<file path="src/rtl/muldiv_unit.sv">
// RV32/64 M-extension multiply/divide unit: iterative shift-add multiply, restoring divide,
// with fast paths for divide-by-zero, signed overflow and an optional single-cycle multiplier.
module muldiv_unit #(
  parameter int XLEN     = 32,
  parameter int FAST_MUL = 0
) (
  input  logic            CLK,
  input  logic            RESET,
  input  logic            START,
  input  logic [2:0]      FUNCT3,
  input  logic [XLEN-1:0] OPERAND_A,
  input  logic [XLEN-1:0] OPERAND_B,
  input  logic            FLUSH,
  output logic            BUSY,
  output logic            DONE,
  output logic [XLEN-1:0] RESULT
);

  localparam int CW = $clog2(XLEN + 1);
  localparam logic [XLEN-1:0] MIN_VAL = {1'b1, {(XLEN-1){1'b0}}};

  typedef enum logic [1:0] {IDLE, CALC, FINISH} state_t;

  state_t            state;
  logic [2:0]        funct_reg;
  logic [2*XLEN-1:0] acc_reg;
  logic [XLEN-1:0]   opnd_reg;
  logic [CW-1:0]     count_reg;
  logic              neg_reg;
  logic              rem_neg_reg;

  // Operand conditioning for the request presented this cycle
  logic              a_signed, b_signed;
  logic              sign_a, sign_b;
  logic [XLEN-1:0]   mag_a, mag_b;
  logic              is_div, div_zero, div_ovf;
  logic [2*XLEN-1:0] fast_prod;

  always_comb begin
    a_signed = 1'b0;
    b_signed = 1'b0;
    case (FUNCT3)
      3'b001:         begin a_signed = 1'b1; b_signed = 1'b1; end
      3'b010:         a_signed = 1'b1;
      3'b100, 3'b110: begin a_signed = 1'b1; b_signed = 1'b1; end
      default:        ;
    endcase
  end

  assign sign_a    = a_signed & OPERAND_A[XLEN-1];
  assign sign_b    = b_signed & OPERAND_B[XLEN-1];
  assign mag_a     = sign_a ? -OPERAND_A : OPERAND_A;
  assign mag_b     = sign_b ? -OPERAND_B : OPERAND_B;
  assign is_div    = FUNCT3[2];
  assign div_zero  = is_div && (OPERAND_B == '0);
  assign div_ovf   = is_div && !FUNCT3[0] && (OPERAND_A == MIN_VAL) && (OPERAND_B == '1);
  assign fast_prod = {{XLEN{1'b0}}, mag_a} * {{XLEN{1'b0}}, mag_b};

  // One iteration: acc holds {partial product, remaining multiplier} for multiply
  // and {partial remainder, dividend/quotient bits} for divide.
  logic [XLEN:0]     div_shift;
  logic              div_ge;
  logic [XLEN-1:0]   div_rem;
  logic [XLEN:0]     mul_sum;
  logic [2*XLEN-1:0] acc_step;

  always_comb begin
    div_shift = {acc_reg[2*XLEN-1:XLEN], acc_reg[XLEN-1]};
    div_ge    = div_shift >= {1'b0, opnd_reg};
    div_rem   = div_ge ? XLEN'(div_shift - {1'b0, opnd_reg}) : div_shift[XLEN-1:0];
    mul_sum   = {1'b0, acc_reg[2*XLEN-1:XLEN]} + (acc_reg[0] ? {1'b0, opnd_reg} : '0);
    if (funct_reg[2])
      acc_step = {div_rem, acc_reg[XLEN-2:0], div_ge};
    else
      acc_step = {mul_sum, acc_reg[XLEN-1:1]};
  end

  // Sign fix-up and result selection applied in FINISH
  logic [2*XLEN-1:0] prod_final;
  logic [XLEN-1:0]   quo_final, rem_final, result_final;

  always_comb begin
    prod_final = neg_reg ? -acc_reg : acc_reg;
    quo_final  = neg_reg ? -acc_reg[XLEN-1:0] : acc_reg[XLEN-1:0];
    rem_final  = rem_neg_reg ? -acc_reg[2*XLEN-1:XLEN] : acc_reg[2*XLEN-1:XLEN];
    case (funct_reg)
      3'b000:                 result_final = prod_final[XLEN-1:0];
      3'b001, 3'b010, 3'b011: result_final = prod_final[2*XLEN-1:XLEN];
      3'b100, 3'b101:         result_final = quo_final;
      default:                result_final = rem_final;
    endcase
  end

  assign BUSY = (state != IDLE);

  always_ff @(posedge CLK or posedge RESET) begin
    if (RESET) begin
      state       <= IDLE;
      funct_reg   <= '0;
      acc_reg     <= '0;
      opnd_reg    <= '0;
      count_reg   <= '0;
      neg_reg     <= 1'b0;
      rem_neg_reg <= 1'b0;
      DONE        <= 1'b0;
      RESULT      <= '0;
    end else begin
      DONE <= 1'b0;
      if (FLUSH) begin
        state <= IDLE;
      end else begin
        case (state)
          IDLE: begin
            if (START) begin
              funct_reg <= FUNCT3;
              count_reg <= '0;
              if (div_zero) begin
                // Quotient all-ones, remainder is the raw dividend; no sign fix-up
                acc_reg     <= {OPERAND_A, {XLEN{1'b1}}};
                neg_reg     <= 1'b0;
                rem_neg_reg <= 1'b0;
                state       <= FINISH;
              end else if (div_ovf) begin
                acc_reg     <= {{XLEN{1'b0}}, MIN_VAL};
                neg_reg     <= 1'b0;
                rem_neg_reg <= 1'b0;
                state       <= FINISH;
              end else if (is_div) begin
                acc_reg     <= {{XLEN{1'b0}}, mag_a};
                opnd_reg    <= mag_b;
                neg_reg     <= sign_a ^ sign_b;
                rem_neg_reg <= sign_a;
                state       <= CALC;
              end else if (FAST_MUL != 0) begin
                acc_reg     <= fast_prod;
                neg_reg     <= sign_a ^ sign_b;
                rem_neg_reg <= 1'b0;
                state       <= FINISH;
              end else begin
                acc_reg     <= {{XLEN{1'b0}}, mag_b};
                opnd_reg    <= mag_a;
                neg_reg     <= sign_a ^ sign_b;
                rem_neg_reg <= 1'b0;
                state       <= CALC;
              end
            end
          end
          CALC: begin
            acc_reg   <= acc_step;
            count_reg <= count_reg + CW'(1);
            if (count_reg == CW'(XLEN - 1))
              state <= FINISH;
          end
          FINISH: begin
            RESULT <= result_final;
            DONE   <= 1'b1;
            state  <= IDLE;
          end
          default: state <= IDLE;
        endcase
      end
    end
  end

endmodule

</file>
<file path="config.mk">
export PLATFORM = sky130hd
export DESIGN_NAME = muldiv_unit
export DESIGN_NICKNAME = d
export VERILOG_FILES = /design/src/rtl/muldiv_unit.sv
export SDC_FILE = /design/constraint.sdc
export NUM_CORES = 1
export LEC_CHECK = 0
export CAP_MARGIN = 30
export CORE_MARGIN = 8
export CORE_UTILIZATION = 65
export CTS_CLUSTER_DIAMETER = 120
export DETAILED_ROUTE_END_ITERATION = 7
export PLACE_DENSITY = 0.87
export REMOVE_ABC_BUFFERS = 1
export SLEW_MARGIN = 10
export SYNTH_ARGS = -nofsm -noshare
export SYNTH_HDL_FRONTEND = slang
export SYNTH_SLANG_ARGS = --single-unit
</file>
<file path="constraint.sdc">
create_clock -name CLK -period 11.95 [get_ports CLK]
set_input_delay 2.9875 -clock CLK [delete_from_list [all_inputs] [get_ports CLK]]
set_output_delay 2.9875 -clock CLK [all_outputs]
set_load 0.05 [all_outputs]
</file>
# Yosys cells after proc, flatten, opt, wreduce, memory -nomap -nowiden

Index checks and enable logic that the tools add are counted.

Register bits: 142
Bits in latches: 0
Memory bits (writable): 0
Bits in read-only memories: 0
Output and inout port bits: 34
Logic and storage cells: 92
Memories: 0

Add/subtract/negate cells: 8
Multipliers: 0
Divide/modulo/power cells: 0
Magnitude comparators: 1
Eq/ne operators: 17
Shifts and indexed selects: 0
Multiplexer cells: 32
Bitwise logic cells: 6
Reduce and logical (&&, ||, !) cells: 19

Operators with widths:

| operator             | number |
|---|---|
| $mux 32              | 9 |
| $mux 64              | 4 |
| $neg 32->32          | 4 |
| $pmux 64 s2          | 1 |
| $pmux 32 s3          | 1 |
| $eq 32x32->1 const B | 2 |
| $neg 64->64          | 1 |
| $add 32x32->33       | 1 |
| $ge 33x32->1         | 1 |
| $logic_not 32->1     | 1 |
| $sub 32x32->32       | 1 |
| $eq 3x3->1 const B   | 4 |
| $pmux 6 s2           | 1 |
| $mux 2               | 5 |
| $eq 3x2->1 const B   | 3 |
| $mux 1               | 9 |
| $add 6x1->6 const B  | 1 |
| $eq 3x1->1 const B   | 2 |
| $eq 6x5->1 const B   | 1 |
| $mux 6               | 1 |
| $ne 3x3->1 const B   | 2 |
| $reduce_and 3->1     | 2 |
| $reduce_or 3->1      | 2 |
| $reduce_and 5->1     | 1 |
| other kinds (15)     | 23 |

# Logic depth before layout (Yosys ltp)

Gate-level depths: netlist of run 1.

Word-level depth: 10
Gate-level depth with buffers: 14
Mapped depth without buffers: 13

# Least setup slack after synthesis of run 1

No wires, ideal clock.

Path kind: input -> register
Start point: input port OPERAND_A[1]
End point: register acc_reg[1]
Data arrival time: 5.417 ns
Path slack: 6.393 ns
Cell stages on the path: 11
Cell sequence: inv_1 ha_1 or3b_2 nor4_1 nand4b_1 or2_2 nor2_1 clkbuf_1 a211oi_1 o311ai_0 o21ai_0

Cells in the longest elaborated chain, start to end: 7
Elaborated cells on any way between the ends: 10

RTL lines:

| element                                             | RTL line | text |
|---|---|---|
| from (decl)                                         | 11       | `input logic [XLEN-1:0] OPERAND_A,` |
| $neg 32->32 / $eq 32x32->1 (equally long branches)  | 52, 56   |  |
| $mux 32 / $logic_and 1x1->1 (equally long branches) | 52, 56   |  |
| $mux 32 / $logic_and 1x1->1 (equally long branches) | 128, 56  |  |
| $mux 32 (*)                                         | 123      | `end else if (div_ovf) begin` |
| $mux 64 (*)                                         | 117      | `if (div_zero) begin` |
| $mux 64 (*)                                         | 114      | `if (START) begin` |
| $pmux 64 s2 (*)                                     | 112      | `case (state)` |
| to (signal assigned)                                | 119      | `acc_reg <= {OPERAND_A, {XLEN{1'b1}}};` |
| to (signal assigned)                                | 124      | `acc_reg <= {{XLEN{1'b0}}, MIN_VAL};` |
| to (signal assigned)                                | 129      | `acc_reg <= {{XLEN{1'b0}}, mag_a};` |
| to (decl)                                           | 26       | `logic [2*XLEN-1:0] acc_reg;` |

Mark *: on every way between the ends. The rest lies on a longest branch, timed or not. The select of a mux whose other input is x is not followed.
A chain may end at the register's enable or synchronous reset.

# Final worst setup path of run 1

Start point: input port OPERAND_B[18]
End point: register opnd_reg[26]

Cells in the longest elaborated chain, start to end: 4
Elaborated cells on any way between the ends: 10

RTL lines:

| element                                             | RTL line | text |
|---|---|---|
| from (decl)                                         | 12       | `input logic [XLEN-1:0] OPERAND_B,` |
| branches (longest 4 deep; another with $neg 32->32) | -        |  |
| to (signal assigned)                                | 130      | `opnd_reg <= mag_b;` |
| to (signal assigned)                                | 141      | `opnd_reg <= mag_a;` |
| to (decl)                                           | 27       | `logic [XLEN-1:0] opnd_reg;` |

Parallel ways; which one is timed is not known.

==> results of run 1 <==
==> worst max-delay path by stage <==
stage	from	to	slack, ps	cells past startpoint
after floorplan	START	acc_reg[25]$_DFFE_PP0P_	4750	6
after global placement	OPERAND_A[8]	opnd_reg[8]$_DFFE_PP0P_	4420	8
after detailed placement	OPERAND_A[7]	opnd_reg[26]$_DFFE_PP0P_	4580	10
after CTS	OPERAND_A[7]	opnd_reg[26]$_DFFE_PP0P_	5030	10
after global routing	OPERAND_B[18]	opnd_reg[26]$_DFFE_PP0P_	5200	11
final	OPERAND_B[18]	opnd_reg[26]$_DFFE_PP0P_	5290	11
==> placed cells by master, fill, tap and decap left out, types with 8 or more instances in the layout <==
cell type / netlist / routed
buf_4: 2 / 28
o311ai_0: 9 / 9
clkdlybuf4s50_1: 0 / 103
a31oi_1: 26 / 26
o31ai_1: 29 / 29
nor4_1: 19 / 18
ha_1: 70 / 70
o41ai_1: 10 / 10
nand2_1: 233 / 233
nand3_1: 28 / 28
xnor2_1: 123 / 123
o21bai_1: 9 / 9
a21oi_1: 188 / 188
mux2_2: 25 / 25
clkbuf_16: 0 / 17
o21ai_0: 170 / 170
nor3_1: 36 / 36
nor2_1: 192 / 192
a211oi_1: 26 / 26
and2_1: 8 / 8
a222oi_1: 13 / 13
or4_1: 18 / 18
o21ai_1: 16 / 15
o211ai_1: 19 / 19
nand4_1: 31 / 31
a21o_1: 33 / 33
mux2i_1: 41 / 41
o22ai_1: 18 / 18
inv_1: 66 / 65
xor2_1: 74 / 74
or2_2: 14 / 14
dfrtp_1: 142 / 140
o21a_1: 9 / 9
or3_1: 26 / 26
a221oi_1: 12 / 12
o221ai_1: 11 / 11
nand2b_1: 11 / 10
and3_1: 9 / 9
==> routing by layer <==
metal  GRT usage, %  vias to the layer above  share of wire (%)
met5              0                        -                  0
li1               -                     7367                  -
met1           49.4                     7615                 39
met2           56.7                     1175                 44
met3           9.33                      163                 13
met4           15.1                        0                3.6
==> Yosys cell counts (10+ instances only) <==
cell type  number  share of area [%]
or2_2          14               0.58
o41ai_1        10               0.58
mux2i_1        41                2.7
or3_1          26                1.1
dfrtp_1       142                 24
buf_2          17               0.56
or4_1          18               0.89
a222oi_1       13               0.86
a211oi_1       26                1.3
nand4_1        31                1.3
o221ai_1       11               0.64
xnor2_1       123                7.1
nor3_1         36                1.2
o211ai_1       19               0.94
a221oi_1       12               0.70
o22ai_1        18               0.75
a21o_1         33                1.6
clkbuf_1      121                3.0
nor2_1        192                4.8
nand2_1       233                5.8
nand2b_1       11               0.46
a21oi_1       188                6.2
ha_1           70                5.8
o21ai_1        16               0.53
nand3_1        28               0.93
mux2_2         25                1.9
xor2_1         74                4.3
inv_1          66                1.6
o31ai_1        29                1.4
nor4_1         19               0.79
o21ai_0       170                5.6
a31oi_1        26                1.1
==> worst min-delay path, cell delays in order (launching register included) <==
cell and delay [ps]:
dfrtp_1 340, nand2_1 50, o21ai_0 60
==> cells by family (layout without fill, tap and decap cells) <==
| logic type | count (synthesis) | count (layout) | share of synthesized area [%] |
|---|---|---|---|
| xor gates and xnor gates | 197 | 197 | 11.4 |
| buffers and inverters | 220 | 236 | 5.86 |
| muxes | 66 | 66 | 4.58 |
| DFF | 142 | 142 | 23.5 |
| and+or+nand+nor | 669 | 669 | 21.2 |
| AOI/OAI and AO/OA | 658 | 658 | 27.4 |
| adders and majority gates | 72 | 72 | 6.06 |
==> per-stage QoR <==
step                      worst slack [ps]  hold WS [ps]  total power [mW]
final                                 5290           479              5.26
after global routing                  5200           502              5.59
after CTS                             5030           484              5.13
after detailed placement              4580           467              4.51
after global placement                4420           460              4.42
after floorplan                       4750           450              3.52
==> power groups by stage <==
stage	combinational (mW)	sequential, mW	clock [mW]
global placement	3.31	1.11	0
global route	3.82	1.16	0.614
floorplan	2.37	1.14	0
finish	3.52	1.14	0.599
detailed placement	3.39	1.12	0
CTS	3.43	1.11	0.597
==> final cells by class <==
type	instances	area, um2
Tap cell	285	357
Timing Repair Buffer	135	1310
Sequential cell	142	3560
Multi-Input combinational cell	1662	10700
Fill cell	1821	5900
Clock buffer	17	425
Inverter	69	264
Clock inverter	15	214
==> qor.yml, run 1 <==
seqPwrFrac_pct: 21.7
hold_buffers: 0
row_count: 55
ys_warn_count: 0
ir_drop_mv: 0.145
crit_top_cell: "or4_1"
cts_resized: 0
reg2regPathDepth: 11
hp-class: "register to register"
max_cap_viol_count: 0
syn_area_mm2: 0.0151
yosysSeqAreaShare_pct: 23.5
syn_inst: 2024
critPathMaxFanout: 39
cp_cell_sequence: "clkdlybuf4s50_1, or4_1, or3_1, or4_1, nor3_4, buf_4, nor2_1, nand2b_2, buf_12, a21oi_1, a22o_1"
grt_pass1_wl_um: 84100
p_sw_share_pct: 53.7
synth.avg_cell_area_um2: 7.46
die_x_um: 168
comb_power_share_pct: 66.9
via_per_inst: 7.02
critical_path_class: "input pin to register"
status: "finished, violations left"
timing.slew.headroom_pct: 35.7
hold_violations: 0
pwr-share-clk_pct: 11.4
synth_ff_type: "dfrtp_1"
setup_tns_ps: 0
min-delay-start: "RESULT[19]$_DFFE_PP0P_"
post-route-period-util_pct: 55.7
synth_edf_count: 0
cp.required_ps: 12280
insertion_delay_ps: 440
vias: 16320
ys_types: 79
crit_buf_inv: 3
dr.pass1.iters: 8
antenna_found_initial: 0
async_reset_ff_share_pct: 100
fin_crit_ps: 6660
reg2reg_slack_ps: 7330
crit_family: "simple AND/OR/NAND/NOR gates"
ys_ff_latch: 142
drive_above_1_share_pct: 6.62
cts_buffers: 17
whs_endpoint: "RESULT[19]$_DFFE_PP0P_"
rsz0062_at_grt: "no"
post_cts_buffers: 0
num_antenna_cells: 0
slowest_stage: "or4_1"
largest_register_ffs: 64
hpwlAfterDp_um: 40000
ios: 105
final_nets: 2170
switchingPower_mw: 2.82
fin_cells: 2325
die_h_um: 168
wl_um: 53500
port_buffers: 104
grt_pass1_vias: 15401
initial_core_util_pct: 66.5
cp-start-kind: "input pin"
violations: "design-rule violations"
end_kind: "register"
worst_pin_slew_ps: 960
power_density_mw_per_mm2: 313
grt_usage_pct: 37.1
die_area_mm2: 0.0284
place.gp.congestion: 1.00
utilization_pct: 74.0
fmax_ghz: 0.150
cp_data_arrival_time_ps: 6990
grt_max_degree: 91
r2r-end: "acc_reg[56]$_DFFE_PP0P_"
place_inst: 2292
min_delay_path_depth: 2
wl_per_cell_um: 23.0
htreeDepth: 4
drt_iter0_drc: 2690
skew_ps: 14.9
core_area_mm2: 0.0227
final_area_mm2: 0.0168
antenna_left: 0
timing.rr.start: "acc_reg[36]$_DFFE_PP0P_"
max-clock-path-buffers: 2
cts.sinks: 142
setup_viol: 0
crit_path_max_incr_delay_ps: 620
clkTransAtPathRegs_ps: 80
drv_slew: 0
cts_tree: "built"
power_leakage_nw: 6.94
syn2layout_area_growth_pct: 11.3
internal_power_mw: 2.44
placed_area_mm2: 0.0162
grt-ovfl-total: 0
cts_root_buf: "clkbuf_16"
drc: 1
No activity file was read; power rests on OpenSTA's default activity.
==> run 2: changes to the inputs <==
--- a/config.mk
+++ b/config.mk
@@ -7,10 +7,10 @@
 export LEC_CHECK = 0
 export CAP_MARGIN = 30
 export CORE_MARGIN = 8
-export CORE_UTILIZATION = 65
+export CORE_UTILIZATION = 61
 export CTS_CLUSTER_DIAMETER = 120
 export DETAILED_ROUTE_END_ITERATION = 7
-export PLACE_DENSITY = 0.87
+export PLACE_DENSITY = 0.82
 export REMOVE_ABC_BUFFERS = 1
 export SLEW_MARGIN = 10
 export SYNTH_ARGS = -nofsm -noshare
==> constraint.sdc (replaced) <==
create_clock -name CLK -period 6.2 [get_ports CLK]
set_input_delay 1.55 -clock CLK [delete_from_list [all_inputs] [get_ports CLK]]
set_output_delay 1.55 -clock CLK [all_outputs]
set_load 0.05 [all_outputs]
==> run 2 against run 1 <==
Net effect: the flow now finishes without violations; core utilization down 4.7 points; clock power up 94%; sequential cell count unchanged; die area up 5.9%.
==> qor.yml, run 2 (synthesized netlist as in run 1, its figures left out) <==
status: "finished clean"
fmax_ghz: 0.197
worstSetupStartpoint: "OPERAND_A[7]"
crit_family: "simple AND/OR/NAND/NOR gates"
crit_buf_inv: 3  # unchanged
cts_tree: "built"
dr.pass1.iters: 6  # -2
r2r-end: "acc_reg[52]$_DFFE_PP0P_"
cp_cell_sequence: "clkdlybuf4s50_1, or4_1, nor4_1, nand4b_1, or2_2, nor2_1, buf_4, nand2b_2, buf_4, o21ai_0"
post_cts_buffers: 0  # unchanged
place.gp.congestion: 0.985  # -1.7%
setup_tns_ps: 0  # unchanged
grt-ovfl-total: 0  # unchanged
cts_buffers: 17  # unchanged
timing.rr.start: "acc_reg[41]$_DFFE_PP0P_"
drive_above_1_share_pct: 6.71  # +0.088 points
grt_max_degree: 106  # +16%
max_cap_viol_count: 0  # unchanged
post-route-period-util_pct: 81.9
die_area_mm2: 0.0300  # +5.9%
layout.cells.most_common: "nand2_1"
slowest_stage: "or4_1"
via_per_inst: 6.78  # -3.4%
hold_buffers: 0  # unchanged
drc: 0  # -1
initial_core_util_pct: 62.1  # -4.4 points
ir_drop_mv: 0.259  # +79%
die_x_um: 173  # +2.9%
vias: 16055  # -1.6%
grt_pass1_vias: 15059  # -2.2%
htreeDepth: 4  # unchanged
drv_slew: 0  # unchanged
clkTransAtPathRegs_ps: 80  # about the same
die_h_um: 173  # +2.9%
utilization_pct: 69.4  # -4.7 points
port_buffers: 104  # unchanged
max-clock-path-buffers: 2  # unchanged
crit_path_max_incr_delay_ps: 640  # +20 ps
cp.required_ps: 6520  # -5760 ps
core_area_mm2: 0.0243  # +7.1%
critPathMaxFanout: 38  # -2.6%
power_leakage_nw: 6.95  # +0.18%
cts_resized: 0  # unchanged
worst_pin_slew_ps: 894  # -66.7 ps
cp_data_arrival_time_ps: 5400  # -1590 ps
grt_pass1_wl_um: 83100  # -1.2%
crit_end: "opnd_reg[9]$_DFFE_PP0P_"
fin_cells: 2367  # +1.8%
insertion_delay_ps: 450  # about the same
num_antenna_cells: 0  # unchanged
ios: 105  # unchanged
place_inst: 2334  # +1.8%
rsz0062_at_grt: "no"
wl_per_cell_um: 22.2  # -3.5%
hp-class: "register to register"
drt_iter0_drc: 2181  # -19%
mostFrequentLayoutCells: "nand2_1, nor2_1, a21oi_1"
row_count: 57  # +3.6%
antenna_found_initial: 0  # unchanged
cp-start-kind: "input pin"
fin_crit_ps: 5080
critical_path_class: "input pin to register"
syn2layout_area_growth_pct: 11.7
hpwlAfterDp_um: 39500  # -1.4%
reg2regPathDepth: 11  # unchanged
end_kind: "register"
largest_register_ffs: 64  # unchanged
skew_ps: 11.9  # -2.98 ps
timing.slew.headroom_pct: 38.9  # +3.1 points
final_nets: 2173  # +0.14%
hold_violations: 0  # unchanged
grt_usage_pct: 34.2  # -2.9 points
crit_top_cell: "buf_4"
reg2reg_slack_ps: 1740  # -5590 ps
cts_root_buf: "clkbuf_16"
cp_num_cells: 10  # -1
antenna_left: 0  # unchanged
cts.sinks: 142  # unchanged
wl_um: 52500  # -1.8%
power_density_mw_per_mm2: 596  # +90%
min-delay-start: "RESULT[28]$_DFFE_PP0P_"
setup_viol: 0  # unchanged
run 2: how the worst min path moves through the flow:
stage / to / depth (start not counted) / slack [ps]
floorplan: opnd_reg[10]$_DFFE_PP0P_ / 2 / 450
global placement: rem_neg_reg$_DFFE_PP0P_ / 2 / 460
detailed placement: RESULT[28]$_DFFE_PP0P_ / 2 / 460
CTS: RESULT[28]$_DFFE_PP0P_ / 2 / 480
global route: rem_neg_reg$_DFFE_PP0P_ / 2 / 500
finish: RESULT[28]$_DFFE_PP0P_ / 2 / 470
run 2: per-stage QoR:
step / hold WS [ps] / setup WS (ps) / power, mW / instance area (um2)
3_5_place_dp: 463 / 709 / 8.62 / 16200
2_1_floorplan: 450 / 440 / 6.78 / 14500
4_1_cts: 480 / 1160 / 9.84 / 16800
6_report: 474 / 1120 / 10.0 / 16900
3_3_place_gp: 457 / 857 / 8.46 / 16200
5_1_grt: 505 / 826 / 10.7 / 16900
run 2: worst register-to-register path: cells and delay by family, from the launching register on:
family                     cells  cell delay, ps
adders and majority gates      1             500
AOI/OAI and AO/OA              5            1680
muxes                          1             420
and+or+nand+nor                3             790
DFF                            1             530
buffers and inverters          1             400
run 2: routing by layer:
metal / routed length, um / vias to the layer above / track usage (%)
met2: 22700 / 992 / 51.6
met3: 6010 / 154 / 6.16
met5: 0 / - / 0
li1: - / 7381 / -
met1: 21500 / 7528 / 46.9
met4: 2290 / 0 / 15.8
run 2: final cells by class:
class,count,area (um2)
clock buffers,17,425
clock inverters,15,214
repair buffers,138,1320
fillers,2088,7450
multi-input cells,1662,10700
inverters,69,264
flip-flops and latches,142,3560
well taps,324,405
run 2: where the power goes:
group	leakage [nW]	total, mW	internal, mW	switching, mW
Combinational	4.86	6.75	2.72	4.03
Sequential	1.78	2.13	1.33	0.803
Clock	0.311	1.16	0.656	0.509
Total	6.95	10.0	4.70	5.35
